File: src/rtl/deserializer_out.sv
// Receive-side deserializer: hunts for comma alignment on a 1-bit stream of
// 9-bit {k, byte} symbols and reassembles comma + three data symbols into 24-bit words.
module deserializer_out #(
  parameter int MISS_MAX = 4
) (
  input  logic        clk_i,
  input  logic        rst_ni,
  input  logic        data_i,
  output logic [23:0] data_o,
  output logic        valid_o,
  output logic        lock_o,
  output logic        err_o,
  output logic [1:0]  slot_o,
  output logic [15:0] frame_cnt_o
);

  localparam logic [8:0] COMMA      = 9'h13C;
  localparam logic [3:0] MISS_LIMIT = 4'(MISS_MAX);
  localparam logic [3:0] LAST_BIT   = 4'd8;

  typedef enum logic {
    ST_HUNT,
    ST_LOCKED
  } state_t;

  state_t      state_reg, state_next;
  logic [8:0]  sr_reg;
  logic [3:0]  bit_cnt_reg, bit_cnt_next;
  logic [1:0]  slot_reg, slot_next;
  logic [3:0]  miss_reg, miss_next;
  logic [23:0] data_reg;
  logic        valid_reg;
  logic        err_reg;
  logic [15:0] frame_cnt_reg;
  logic [1:0][7:0] lanes;

  logic is_comma;
  logic is_k;
  logic boundary;
  logic comma_ev;
  logic abort_ev;
  logic store_ev;
  logic complete_ev;
  logic bad_ev;
  logic miss_hit;
  logic [3:0] miss_inc;

  assign is_comma = (sr_reg == COMMA);
  assign is_k     = sr_reg[8];
  assign boundary = (state_reg == ST_LOCKED) && (bit_cnt_reg == LAST_BIT);
  assign miss_inc = miss_reg + 4'd1;

  // Serial shift register, LSB arrives first so new bits enter at the top.
  always_ff @(posedge clk_i or negedge rst_ni) begin
    if (!rst_ni) begin
      sr_reg <= '0;
    end else begin
      sr_reg <= {data_i, sr_reg[8:1]};
    end
  end

  // Classify the symbol held in sr at a boundary.
  always_comb begin
    comma_ev    = 1'b0;
    abort_ev    = 1'b0;
    store_ev    = 1'b0;
    complete_ev = 1'b0;
    bad_ev      = 1'b0;
    if (boundary) begin
      if (is_comma) begin
        comma_ev = 1'b1;
        abort_ev = (slot_reg >= 2'd2);
      end else if (is_k) begin
        bad_ev = 1'b1;
      end else if (slot_reg == 2'd0) begin
        bad_ev = 1'b1;
      end else begin
        store_ev    = 1'b1;
        complete_ev = (slot_reg == 2'd3);
      end
    end
  end

  assign miss_hit = bad_ev && (miss_inc == MISS_LIMIT);

  // FSM: state register
  always_ff @(posedge clk_i or negedge rst_ni) begin
    if (!rst_ni) begin
      state_reg <= ST_HUNT;
    end else begin
      state_reg <= state_next;
    end
  end

  // FSM: next state
  always_comb begin
    state_next = state_reg;
    case (state_reg)
      ST_HUNT: begin
        if (is_comma) begin
          state_next = ST_LOCKED;
        end
      end
      ST_LOCKED: begin
        if (miss_hit) begin
          state_next = ST_HUNT;
        end
      end
      default: state_next = ST_HUNT;
    endcase
  end

  // FSM: outputs
  always_comb begin
    lock_o = 1'b0;
    if (state_reg == ST_LOCKED) begin
      lock_o = 1'b1;
    end
  end

  // Bit, slot and miss counters track the frame position while locked.
  always_comb begin
    bit_cnt_next = bit_cnt_reg;
    slot_next    = slot_reg;
    miss_next    = miss_reg;
    if (state_reg == ST_HUNT) begin
      bit_cnt_next = 4'd0;
      miss_next    = 4'd0;
      slot_next    = is_comma ? 2'd1 : 2'd0;
    end else begin
      bit_cnt_next = (bit_cnt_reg == LAST_BIT) ? 4'd0 : bit_cnt_reg + 4'd1;
      if (miss_hit) begin
        bit_cnt_next = 4'd0;
        slot_next    = 2'd0;
        miss_next    = 4'd0;
      end else if (comma_ev) begin
        slot_next = 2'd1;
        miss_next = 4'd0;
      end else if (bad_ev) begin
        slot_next = 2'd0;
        miss_next = miss_inc;
      end else if (store_ev) begin
        slot_next = complete_ev ? 2'd0 : slot_reg + 2'd1;
        miss_next = 4'd0;
      end
    end
  end

  always_ff @(posedge clk_i or negedge rst_ni) begin
    if (!rst_ni) begin
      bit_cnt_reg <= '0;
      slot_reg    <= '0;
      miss_reg    <= '0;
    end else begin
      bit_cnt_reg <= bit_cnt_next;
      slot_reg    <= slot_next;
      miss_reg    <= miss_next;
    end
  end

  // Staging lanes for the first two data bytes; the third goes straight to data_o.
  for (genvar gi = 0; gi < 2; gi++) begin : g_lane
    logic [7:0] lane_reg;
    always_ff @(posedge clk_i or negedge rst_ni) begin
      if (!rst_ni) begin
        lane_reg <= '0;
      end else if (store_ev && (slot_reg == 2'(gi + 1))) begin
        lane_reg <= sr_reg[7:0];
      end
    end
    assign lanes[gi] = lane_reg;
  end

  always_ff @(posedge clk_i or negedge rst_ni) begin
    if (!rst_ni) begin
      data_reg      <= '0;
      valid_reg     <= 1'b0;
      err_reg       <= 1'b0;
      frame_cnt_reg <= '0;
    end else begin
      valid_reg <= complete_ev;
      err_reg   <= abort_ev | bad_ev;
      if (complete_ev) begin
        data_reg      <= {sr_reg[7:0], lanes[1], lanes[0]};
        frame_cnt_reg <= frame_cnt_reg + 16'd1;
      end
    end
  end

  assign data_o      = data_reg;
  assign valid_o     = valid_reg;
  assign err_o       = err_reg;
  assign slot_o      = slot_reg;
  assign frame_cnt_o = frame_cnt_reg;

endmodule

File: config.mk
export PLATFORM = sky130hd
export DESIGN_NAME = deserializer_out
export DESIGN_NICKNAME = d
export VERILOG_FILES = /design/src/rtl/deserializer_out.sv
export SDC_FILE = /design/constraint.sdc
export NUM_CORES = 1
export LEC_CHECK = 0
export ABC_AREA = 0
export BUFFER_PORTS_ARGS = -buffer_cell sky130_fd_sc_hd__buf_2
export CORE_MARGIN = 4
export CORE_UTILIZATION = 47
export DETAILED_ROUTE_END_ITERATION = 12
export PLACE_DENSITY = 0.79
export SLEW_MARGIN = 20
export SYNTH_ARGS = -nofsm -noshare
export SYNTH_HDL_FRONTEND = slang
export SYNTH_SLANG_ARGS = --single-unit
File: constraint.sdc
create_clock -name clk_i -period 2.7 [get_ports clk_i]
set_input_delay 0.27 -clock clk_i [delete_from_list [all_inputs] [get_ports clk_i]]
set_output_delay 0.27 -clock clk_i [all_outputs]
set_load 0.03 [all_outputs]
==> flow_metrics.tcl, run 1 <==
set metrics [dict create \
    result_of_the_run "completed" \
    post-layout-total-power_mw 2.05 \
    clock_sinks 78 \
    port_buffers 47 \
    worst_hold_slack_ns 0.0200 \
    grt.total_usage_pct 15.6 \
    rsz_0062_raised_after_global_routing "false" \
    hold_buf_cts 0 \
    total_number_of_vias 1885 \
    required_ns 2.95 \
    ctsLongestPathBuffers 2 \
    worstHoldEndpoint "sr_reg[8]$_DFF_PN0_" \
    yosysTopAreaCell "sky130_fd_sc_hd__dfrtp_1" \
    syn-cell-area_sq_um 3100 \
    synth.net_count 230 \
    synth_largest_type_area_fraction_pct 63.0 \
    hold_class "in -> reg" \
    critical_path_arrival_ns 2.11 \
    r2r_start "bit_cnt_reg[0]$_DFF_PN0_" \
    power.static_leakage_nw 1.90 \
    finalWirelength_mm 5.46 \
    worst_setup_hold_path_clk_slew_ns 0.08 \
    ys_seq_area_share_pct 63.0 \
    launch_point_of_the_worst_hold_path "data_i" \
    maximum_number_of_pins_on_one_net_before_global_route_repair 79 \
    grt_overflow 0 \
    clock_tree.htree_level_count 3 \
    worstSetupStartpointType "register" \
    detailed_place.area_sq_um 3440 \
    detail-route-antenna-nets 0 \
    nNetsFinal 286 \
    areaGrowthSynthToFinish_pct 16.9 \
    netlist_instances 219 \
    post_synth.cell_area_avg_sq_um 14.2 \
    rr_endpoint "data_o[16]$_DFFE_PN0P_" \
    clkPwrFrac_pct 39.0 \
    seq_area_sq_um 1950 \
    num-fill-cells 523 \
    worstSetupPathType "reg -> reg" \
    cap_violations 0 \
    postSynthRegisterBits 78 \
    antenna_found_initial 0 \
    yosysUniqueCellTypes 31 \
    initial_utilization_pct 48.5 \
    num_rows 29 \
    setup_violations 0 \
    final_hold_viol_count 0 \
    detailedPlacementHpwl_mm 3.67 \
    num_antenna_cells 0 \
    placeableCoreArea_sq_um 6390 \
    max_freq_ghz 0.537 \
    detail_route.wl_per_cell_um 15.3 \
    via_per_instance_ratio 5.28 \
    design.die.area_sq_um 7960 \
    multi_input_comb_area_sq_um 1120 \
    synth_warn 0 \
    drt-pass1-iter-count 4 \
    power.share.combinational_pct 2.6 \
    min_path_cells 1 \
    max-vdd-ir-drop_mv 0.448 \
    final_layout_size_suffix_gt1_share_pct 38.6 \
    final-instance-count-excl-fill 357 \
    tritoncts_clock_tree "built" \
    largest_register_ffs 24 \
    die_height_um 89.2 \
    fin_crit_ns 1.86 \
    io-pin-count 48 \
    switchingPower_uw 498 \
    worstSkewPairLatency_ns 0.36 \
    finish.instance_area_sq_um 3620 \
    internal_power_mw 1.55 \
    fin_tns_setup_ns 0 \
    setup_slack_ns 0.837 \
    slew-limit-headroom_pct 36.4 \
    regToRegSetupSlack_ns 0.84 \
    detailedRoute.firstIterationViolations 85 \
    gp_congestion 0.793 \
    drc 0 \
    dp_cells 341 \
    end_kind "register" \
    dieWidth_um 89.2 \
    postCtsSetupRepairBufs 0 \
    highest_net_fanout_along_the_worst_path 31 \
    reg2regPathDepth 6 \
    power.density_nw_per_um2 566 \
    via_count_of_the_first_global_routing_pass 1949 \
    post-place-ws_ns 0.815 \
    final_util_pct 56.7 \
    setup_skew_after_layout_ns 0.00773 \
    switching_share_of_power_pct 24.3 \
    max_slew_violation_count 0 \
    cts_root_buffer "sky130_fd_sc_hd__clkbuf_8" \
    max_slew.worst_pin.slew_ns 0.953 \
    cts_repair_resize_count 0 \
    p_seq_share_pct 58.4 \
    fin_crit_sh_pct 69.0 \
    global_route_wire_length_before_repair_mm 9.30 \
    cts-buffers-inserted 9 \
    synthTopCellsByArea "sky130_fd_sc_hd__dfrtp_1 (63%), sky130_fd_sc_hd__mux2_2 (15%), sky130_fd_sc_hd__xnor2_1 (4.0%), sky130_fd_sc_hd__ha_1 (3.2%), sky130_fd_sc_hd__nand2_1 (2.1%)" \
]
## metal layers
metal  GRT usage [%]  share of wire, %  wire length (um)
met1            20.5                45              2440
met2            23.9                48              2620
met3            5.99               5.8               314
met4            5.28               1.5                82
met5               0                 0                 0
## Yosys cell counts, drive strengths merged
| master | instances |
|---|---|
| a31oi | 2 |
| and2 | 1 |
| and3 | 2 |
| and4 | 4 |
| buf | 3 |
| dfrtp | 78 |
| ha | 8 |
| inv | 5 |
| mux2 | 41 |
| nand2 | 17 |
| nand2b | 1 |
| nand3 | 6 |
| nand3b | 2 |
| nand4 | 6 |
| nand4b | 2 |
| nor2 | 10 |
| nor3 | 2 |
| nor3b | 2 |
| nor4 | 1 |
| o21ai | 1 |
| o22ai | 1 |
| o311ai | 1 |
| o31ai | 3 |
| o41ai | 1 |
| or4b | 1 |
| xnor2 | 14 |
| xor2 | 4 |
## worst max-delay path, stage by stage (launching register included)
cell                       delay [ns]
sky130_fd_sc_hd__dfrtp_1         0.41
sky130_fd_sc_hd__inv_1           0.07
sky130_fd_sc_hd__ha_1            0.21
sky130_fd_sc_hd__nand4b_4        0.20
sky130_fd_sc_hd__nor3b_4         0.27
sky130_fd_sc_hd__buf_12          0.22
sky130_fd_sc_hd__mux2_2          0.36
## how the worst max path moves through the flow
| stage | from | to | slack [ns] |
|---|---|---|---|
| after floorplan | slot_o[0]$_DFFE_PN0P_ | slot_o[0]$_DFFE_PN0P_ | 0.90 |
| after global placement | bit_cnt_reg[0]$_DFF_PN0_ | data_o[4]$_DFFE_PN0P_ | 0.87 |
| after detailed placement | bit_cnt_reg[0]$_DFF_PN0_ | g_lane[1].lane_reg[2]$_DFFE_PN0P_ | 0.81 |
| after CTS | bit_cnt_reg[0]$_DFF_PN0_ | data_o[14]$_DFFE_PN0P_ | 0.82 |
| after global routing | bit_cnt_reg[0]$_DFF_PN0_ | miss_reg[2]$_DFFE_PN0P_ | 0.72 |
| final | bit_cnt_reg[0]$_DFF_PN0_ | data_o[16]$_DFFE_PN0P_ | 0.84 |
## area by class of cell
class | instances | area share [%]
Timing Repair Buffer | 48 | 7.11
Multi-Input combinational cell | 133 | 30.8
Clock buffer | 10 | 3.80
Tap cell | 77 | 2.66
Clock inverter | 6 | 1.21
Sequential cell | 78 | 53.9
Inverter | 5 | 0.518
## placed cells by master, fill, tap and decap left out, types with 6 or more instances in the layout
| cell type | instances |
|---|---|
| sky130_fd_sc_hd__nand3_1 | 6 |
| sky130_fd_sc_hd__buf_2 | 46 |
| sky130_fd_sc_hd__xnor2_1 | 14 |
| sky130_fd_sc_hd__mux2_2 | 41 |
| sky130_fd_sc_hd__clkbuf_8 | 10 |
| sky130_fd_sc_hd__nand2_1 | 17 |
| sky130_fd_sc_hd__nand4_1 | 6 |
| sky130_fd_sc_hd__nor2_1 | 10 |
| sky130_fd_sc_hd__dfrtp_1 | 78 |
| sky130_fd_sc_hd__ha_1 | 8 |
## logic make-up after synthesis
| family | after synthesis | synth area share (%) |
|---|---|---|
| DFF | 78 | 63.0 |
| AOI/OAI and AO/OA | 9 | 2.06 |
| buffers and inverters | 8 | 1.17 |
| muxes | 41 | 14.9 |
| xor gates and xnor gates | 18 | 5.09 |
| adders and majority gates | 8 | 3.23 |
| and+or+nand+nor | 57 | 10.6 |
## power by group through the flow
stage	sequential (mW)	clock [mW]	combinational [mW]
after floorplan	1.22	0	0.0174
after global placement	1.22	0	0.0541
after detailed placement	1.22	0	0.0566
after CTS	1.20	0.822	0.0568
after global routing	1.20	0.875	0.0636
final	1.20	0.799	0.0543
No activity file was read; power rests on OpenSTA's default activity.
==> run 2, diff against run 1 <==
Settings changed: ABC_AREA 0 to 1, PLACE_DENSITY 0.79 to 0.81.
Clock period 2.7 ns to 1.65 ns, I/O delays scaled along.
==> run 2 against run 1 <==
Final cell count up 46%. Die area up 8.1%. Fmax up 14%. Clock-buffer cell count down 1. Hold slack better by 0.30 ns. Worst setup slack worse by 0.82 ns. Clock skew up 0.0062 ns. Total power up 68%.
==> flow_metrics.tcl, run 2 <==
set metrics [dict create \
    result_of_the_run "completed" \
    max_slew.worst_pin.slew_ns 0.469 \
    io-pin-count 48 \
    rsz_0062_raised_after_global_routing "true" \
    critical_path_arrival_ns 1.92 \
    fin_crit_ns 1.63 \
    synth_largest_type_area_fraction_pct 57.8 \
    netlist_instances 357 \
    drt-pass1-iter-count 4 \
    hold_class "in -> async" \
    fin_crit_sh_pct 98.9 \
    max_slew_violation_count 0 \
    required_ns 1.94 \
    regToRegSetupSlack_ns 0.02 \
    slew-limit-headroom_pct 68.7 \
    power.density_nw_per_um2 853 \
    detailedPlacementHpwl_mm 5.21 \
    worstSetupStartpointType "register" \
    synth_ff_type "sky130_fd_sc_hd__dfrtp_1" \
    worstSetupPathType "reg -> reg" \
    total_number_of_vias 2618 \
    nNetsFinal 433 \
    antenna_found_initial 0 \
    largest_register_ffs 24 \
    synthTopCellsByArea "sky130_fd_sc_hd__dfrtp_1 (58%), sky130_fd_sc_hd__nand2_1 (13%), sky130_fd_sc_hd__o21ai_0 (4.4%), sky130_fd_sc_hd__inv_1 (3.3%), sky130_fd_sc_hd__ha_1 (3.0%)" \
    setup_slack_ns 0.0180 \
    layout.cells.most_common "sky130_fd_sc_hd__nand2_1" \
    drc 0 \
    setup_skew_after_layout_ns 0.0139 \
    areaGrowthSynthToFinish_pct 19.9 \
    via_per_instance_ratio 5.02 \
    placeableCoreArea_sq_um 6870 \
    r2r_start "slot_o[0]$_DFFE_PN0P_" \
    yosysMostFrequentCell "sky130_fd_sc_hd__nand2_1" \
    clock_tree.htree_level_count 3 \
    synth.net_count 368 \
    worst_setup_hold_path_clk_slew_ns 0.08 \
    rr_endpoint "slot_o[0]$_DFFE_PN0P_" \
    postSynthRegisterBits 78 \
    port_buffers 47 \
    tritoncts_clock_tree "built" \
    cts-buffers-inserted 9 \
    grt_overflow 0 \
    end_kind "register" \
    synth_edf_count 0 \
    setup_violations 0 \
    detailedRoute.firstIterationViolations 146 \
    cts_root_buffer "sky130_fd_sc_hd__clkbuf_8" \
    detail_route.wl_per_cell_um 14.2 \
    die_height_um 92.8 \
    via_count_of_the_first_global_routing_pass 2600 \
    power.static_leakage_nw 2.09 \
    leading_cell_types_in_the_layout_fill_and_taps_excluded "sky130_fd_sc_hd__nand2_1 (115), sky130_fd_sc_hd__dfrtp_1 (77), sky130_fd_sc_hd__buf_2 (46), sky130_fd_sc_hd__o21ai_0 (30), sky130_fd_sc_hd__inv_1 (29)" \
    yosysTopAreaCell "sky130_fd_sc_hd__dfrtp_1" \
    highest_net_fanout_along_the_worst_path 26 \
    max-vdd-ir-drop_mv 0.587 \
    finalWirelength_mm 7.44 \
    num-fill-cells 573 \
    synth_warn 0 \
    num_rows 30 \
    post-layout-total-power_mw 3.45 \
    dieWidth_um 92.8 \
    ys_seq_area_share_pct 57.8 \
    yosysUniqueCellTypes 29 \
    reg2regPathDepth 9 \
    final_util_pct 59.0 \
    dp_cells 502 \
    final_hold_viol_count 0 \
    syn-cell-area_sq_um 3380 \
    design.die.area_sq_um 8610 \
    async_flop_share_pct 100 \
    post_synth.cell_area_avg_sq_um 9.46 \
    detail-route-antenna-nets 0 \
    final_layout_size_suffix_gt1_share_pct 24.9 \
    initial_utilization_pct 49.2 \
    gp_congestion 0.851 \
    worstSkewPairLatency_ns 0.35 \
    global_route_wire_length_before_repair_mm 12.1 \
    maximum_number_of_pins_on_one_net_before_global_route_repair 37 \
    max_freq_ghz 0.613 \
    final-instance-count-excl-fill 522 \
    post-place-ws_ns 0.00806 \
    cap_violations 0 \
    grt.total_usage_pct 17.9 \
    synth_commonest_cells "sky130_fd_sc_hd__nand2_1 (119), sky130_fd_sc_hd__dfrtp_1 (78), sky130_fd_sc_hd__inv_1 (30), sky130_fd_sc_hd__o21ai_0 (30), sky130_fd_sc_hd__nand3_1 (16)" \
    num_antenna_cells 0 \
    clock_sinks 78 \
    ctsLongestPathBuffers 2 \
]
[run 2: changes by cell type in the layout (fill, tap and decap cells not counted), sizes merged, moves of 12 or more]
cell | previous run | this run
mux2 | 41 | 0
nand3 | 6 | 20
buf | 48 | 61
inv | 7 | 32
nor2 | 10 | 22
o21ai | 1 | 34
nand2 | 17 | 120
[run 2: final cells by class]
class                           count  area (sq um)  area share (%)
Clock buffer                        9           124            3.06
Clock inverter                      6          63.8            1.58
Inverter                           32           123            3.03
Multi-Input combinational cell    238          1270            31.4
Sequential cell                    78          1950            48.2
Tap cell                           96           120            2.97
Timing Repair Buffer               63           395            9.76
[run 2: logic make-up (layout without fill, tap and decap cells)]
kind of cell | Yosys count | in the layout | synth area share (%)
compound gates | 37 | 37 | 5.78
flops | 78 | 78 | 57.8
xor+xnor | 13 | 13 | 3.37
fa+ha+maj | 8 | 8 | 2.96
buf+inv | 41 | 110 | 5.78
simple gates | 180 | 180 | 24.3
[run 2: worst max path at each step]
stage                                   from                                end  slack, ns  cells past startpoint
CTS                 bit_cnt_reg[1]$_DFF_PN0_         frame_cnt_o[5]$_DFFE_PN0P_      0.007                      9
detailed placement  bit_cnt_reg[1]$_DFF_PN0_         frame_cnt_o[5]$_DFFE_PN0P_      0.008                      9
floorplan              slot_o[1]$_DFFE_PN0P_  g_lane[0].lane_reg[5]$_DFFE_PN0P_      0.007                      7
global route        bit_cnt_reg[0]$_DFF_PN0_              slot_o[0]$_DFFE_PN0P_      -0.04                     11
global placement    bit_cnt_reg[1]$_DFF_PN0_              slot_o[0]$_DFFE_PN0P_       0.09                     11
finish                 slot_o[0]$_DFFE_PN0P_              slot_o[0]$_DFFE_PN0P_       0.02                      9
[run 2: layer usage]
layer / track usage [%] / vias to the layer above / share of wire, %
met2: 30.0 / 72 / 49
met5: 0 / - / 0
met4: 6.96 / 0 / 1.5
met1: 22.0 / 1266 / 44
li1: - / 1268 / -
met3: 4.71 / 12 / 5.6
[run 2: power breakdown]
part	internal [mW]	switching, mW
sequential	1.93	0.0164
clock	0.687	0.687
combinational	0.0389	0.0981
total	2.65	0.801
[run 2: what timing repair did]
action                     4_1_cts  5_1_grt
gates cloned                     0        0
hold buffers                     2        0
buffers inserted                 0        3
pin swaps                        0        4
resized for setup                2       14
setup endpoints to repair        2       35
hold endpoints to repair        34        0
[run 2: critical path, cell delays in order (launching register included)]
cell and delay [ns]:
sky130_fd_sc_hd__dfrtp_2 0.44, sky130_fd_sc_hd__ha_1 0.21, sky130_fd_sc_hd__inv_1 0.07, sky130_fd_sc_hd__nor2_2 0.06, sky130_fd_sc_hd__nand2_4 0.11, sky130_fd_sc_hd__buf_6 0.21
sky130_fd_sc_hd__nand3_1 0.12, sky130_fd_sc_hd__a21oi_1 0.22, sky130_fd_sc_hd__nand2_2 0.07, sky130_fd_sc_hd__nand2_1 0.06
[run 2: through the flow]
step / hold WS [ns] / setup TNS, ns / area, sq um
detailed placement: 0.151 / 0 / 3770
floorplan: -0.131 / 0 / 3380
global placement: 0.148 / 0 / 3770
finish: 0.322 / 0 / 4050
CTS: 0.321 / 0 / 3990
global route: 0.366 / -0.0490 / 4050
==> run 3, diff against run 2 <==
Settings changed: CORE_MARGIN 4 to default.
==> run 3 against run 2 <==
Worst setup slack better by 0.044 ns. Register-to-register slack better by 0.04 ns. Fmax up 2.7%. Sequential power about the same. Critical path depth up 2. Via count down 2.4%. Die area down 13%. Final cell count unchanged. Non-clock buffer count down 1. Largest cell class unchanged. Largest power group unchanged.
==> flow_metrics.tcl, run 3 (same netlist as run 2, synthesis figures left out) <==
set metrics [dict create \
    grt.total_usage_pct 20.7 \
    finalWirelength_mm 7.19 \
    setup_skew_after_layout_ns 0.00611 \
    timing.critical_path.mode_cell "sky130_fd_sc_hd__nand2_1" \
    max_slew_violation_count 0 \
    io-pin-count 48 \
    worstSetupPathType "reg -> reg" \
    worst_path_largest_cell_delay_ns 0.40 \
    power.share.combinational_pct 3.8 \
    cap_violations 0 \
    grt_overflow 0 \
    post-place-ws_ns 0.0510 \
    num_rows 30 \
    internal_power_mw 2.67 \
    dp_cells 502 \
    power.density_nw_per_um2 867 \
    layout.cells.most_common "sky130_fd_sc_hd__nand2_1" \
    final_layout_size_suffix_gt1_share_pct 24.6 \
    final-instance-count-excl-fill 522 \
    detailedRoute.firstIterationViolations 167 \
    total_number_of_vias 2554 \
    required_ns 1.90 \
    fin_crit_ns 1.59 \
    antenna_found_initial 0 \
    r2r_start "bit_cnt_reg[0]$_DFF_PN0_" \
    detail_route.wl_per_cell_um 13.8 \
    drt-pass1-iter-count 4 \
    drc 0 \
    worstSetupStartpointType "register" \
    cts-buffers-inserted 9 \
    design.die.area_sq_um 7530 \
    maximum_number_of_pins_on_one_net_before_global_route_repair 55 \
    fin_crit_sh_pct 96.3 \
    highest_net_fanout_along_the_worst_path 4 \
    worstSkewPairLatency_ns 0.35 \
    slew-limit-headroom_pct 76.8 \
    crit_chain "inv_2, ha_4, nand2_1, nor2_2, nand2_2, nor2_4, nand3_2, nand2_2, nand2_1, nand2_1, nand2_1" \
    result_of_the_run "completed" \
    power.static_leakage_nw 2.09 \
    regToRegSetupSlack_ns 0.06 \
    reg2regPathDepth 11 \
    clock_sinks 78 \
    final_hold_viol_count 0 \
    num_antenna_cells 0 \
    leading_cell_types_in_the_layout_fill_and_taps_excluded "sky130_fd_sc_hd__nand2_1 (116), sky130_fd_sc_hd__dfrtp_1 (77), sky130_fd_sc_hd__buf_2 (46), sky130_fd_sc_hd__o21ai_0 (30), sky130_fd_sc_hd__inv_1 (28)" \
    switching_share_of_power_pct 23.7 \
    ctsLongestPathBuffers 2 \
    worst_path_max_delay_cell "sky130_fd_sc_hd__dfrtp_1" \
    port_buffers 47 \
    largest_register_ffs 24 \
    rsz_0062_raised_after_global_routing "true" \
    via_per_instance_ratio 4.89 \
    max_slew.worst_pin.slew_ns 0.345 \
    tritoncts_clock_tree "built" \
    worst_setup_hold_path_clk_slew_ns 0.08 \
    hold_class "in -> async" \
    areaGrowthSynthToFinish_pct 19.5 \
    dieWidth_um 86.8 \
    die_height_um 86.8 \
    gp_congestion 0.872 \
    max-vdd-ir-drop_mv 0.504 \
    end_kind "register" \
    setup_slack_ns 0.0616 \
    initial_utilization_pct 49.2 \
    placeableCoreArea_sq_um 6870 \
    setup_violations 0 \
    rr_endpoint "slot_o[0]$_DFFE_PN0P_" \
    nNetsFinal 432 \
    clock_tree.htree_level_count 3 \
    clkPwrFrac_pct 40.5 \
    via_count_of_the_first_global_routing_pass 2473 \
    detailedPlacementHpwl_mm 4.99 \
    switchingPower_uw 829 \
    p_seq_share_pct 55.6 \
    max_freq_ghz 0.630 \
    cts_root_buffer "sky130_fd_sc_hd__clkbuf_8" \
    detail-route-antenna-nets 0 \
    critical_path_arrival_ns 1.83 \
    global_route_wire_length_before_repair_mm 11.7 \
]
## run 3: metrics by stage
stage	setup TNS [ns]	utilization (%)	total power [mW]	cell area (sq um)	hold WS (ns)
after floorplan	0	-	2.03	3380	-0.131
after global placement	0	54.7	2.10	3760	0.0922
after detailed placement	0	54.7	2.10	3760	0.100
after CTS	0	57.9	3.52	3980	0.276
after global routing	-0.248	58.7	3.62	4040	0.301
final	0	58.7	3.50	4040	0.286
## run 3: per-layer routing
metal | vias to the layer above | share of wire [%] | global-route usage [%]
met5 | - | 0 | 0
met2 | 62 | 49 | 33.5
li1 | 1260 | - | -
met3 | 10 | 4.9 | 6.00
met4 | 0 | 1.2 | 6.97
met1 | 1222 | 45 | 26.7
## run 3: layout make-up
class	count	area, sq um
Multi-Input combinational cell	238	1270
Fill cell	581	2830
Timing Repair Buffer	62	372
Clock inverter	7	72.6
Clock buffer	9	124
Inverter	32	123
Tap cell	96	120
Sequential cell	78	1950
## run 3: worst max-delay path by stage
stage,startpoint,endpoint,cells past startpoint
final,bit_cnt_reg[0]$_DFF_PN0_,slot_o[0]$_DFFE_PN0P_,11
after CTS,bit_cnt_reg[1]$_DFF_PN0_,slot_o[0]$_DFFE_PN0P_,11
after global placement,bit_cnt_reg[1]$_DFF_PN0_,slot_o[0]$_DFFE_PN0P_,11
after global routing,bit_cnt_reg[0]$_DFF_PN0_,slot_o[0]$_DFFE_PN0P_,11
after floorplan,slot_o[1]$_DFFE_PN0P_,g_lane[0].lane_reg[5]$_DFFE_PN0P_,7
after detailed placement,bit_cnt_reg[1]$_DFF_PN0_,data_o[9]$_DFFE_PN0P_,9
## run 3: critical path, delay by kind of cell (launching register included)
kind                     cells  cell delay, ns
adder cells (fa/ha/maj)      1            0.14
buffers and inverters        1            0.08
AND/OR/NAND/NOR              9            0.87
flip-flops                   1            0.40
## run 3: power by group through the flow
| stage | logic [mW] | clock network [mW] | registers, mW |
|---|---|---|---|
| CTS | 0.128 | 1.45 | 1.94 |
| global placement | 0.119 | 0 | 1.98 |
| global route | 0.152 | 1.52 | 1.95 |
| finish | 0.134 | 1.42 | 1.95 |
| floorplan | 0.0402 | 0 | 1.99 |
| detailed placement | 0.122 | 0 | 1.98 |
## run 3: what timing repair did
item	CTS	global route
pin swaps	0	4
endpoints found under the setup margin	1	41
hold buffers	2	0
buffers inserted	0	2
endpoints found under the hold margin	25	0
resized for setup	1	13
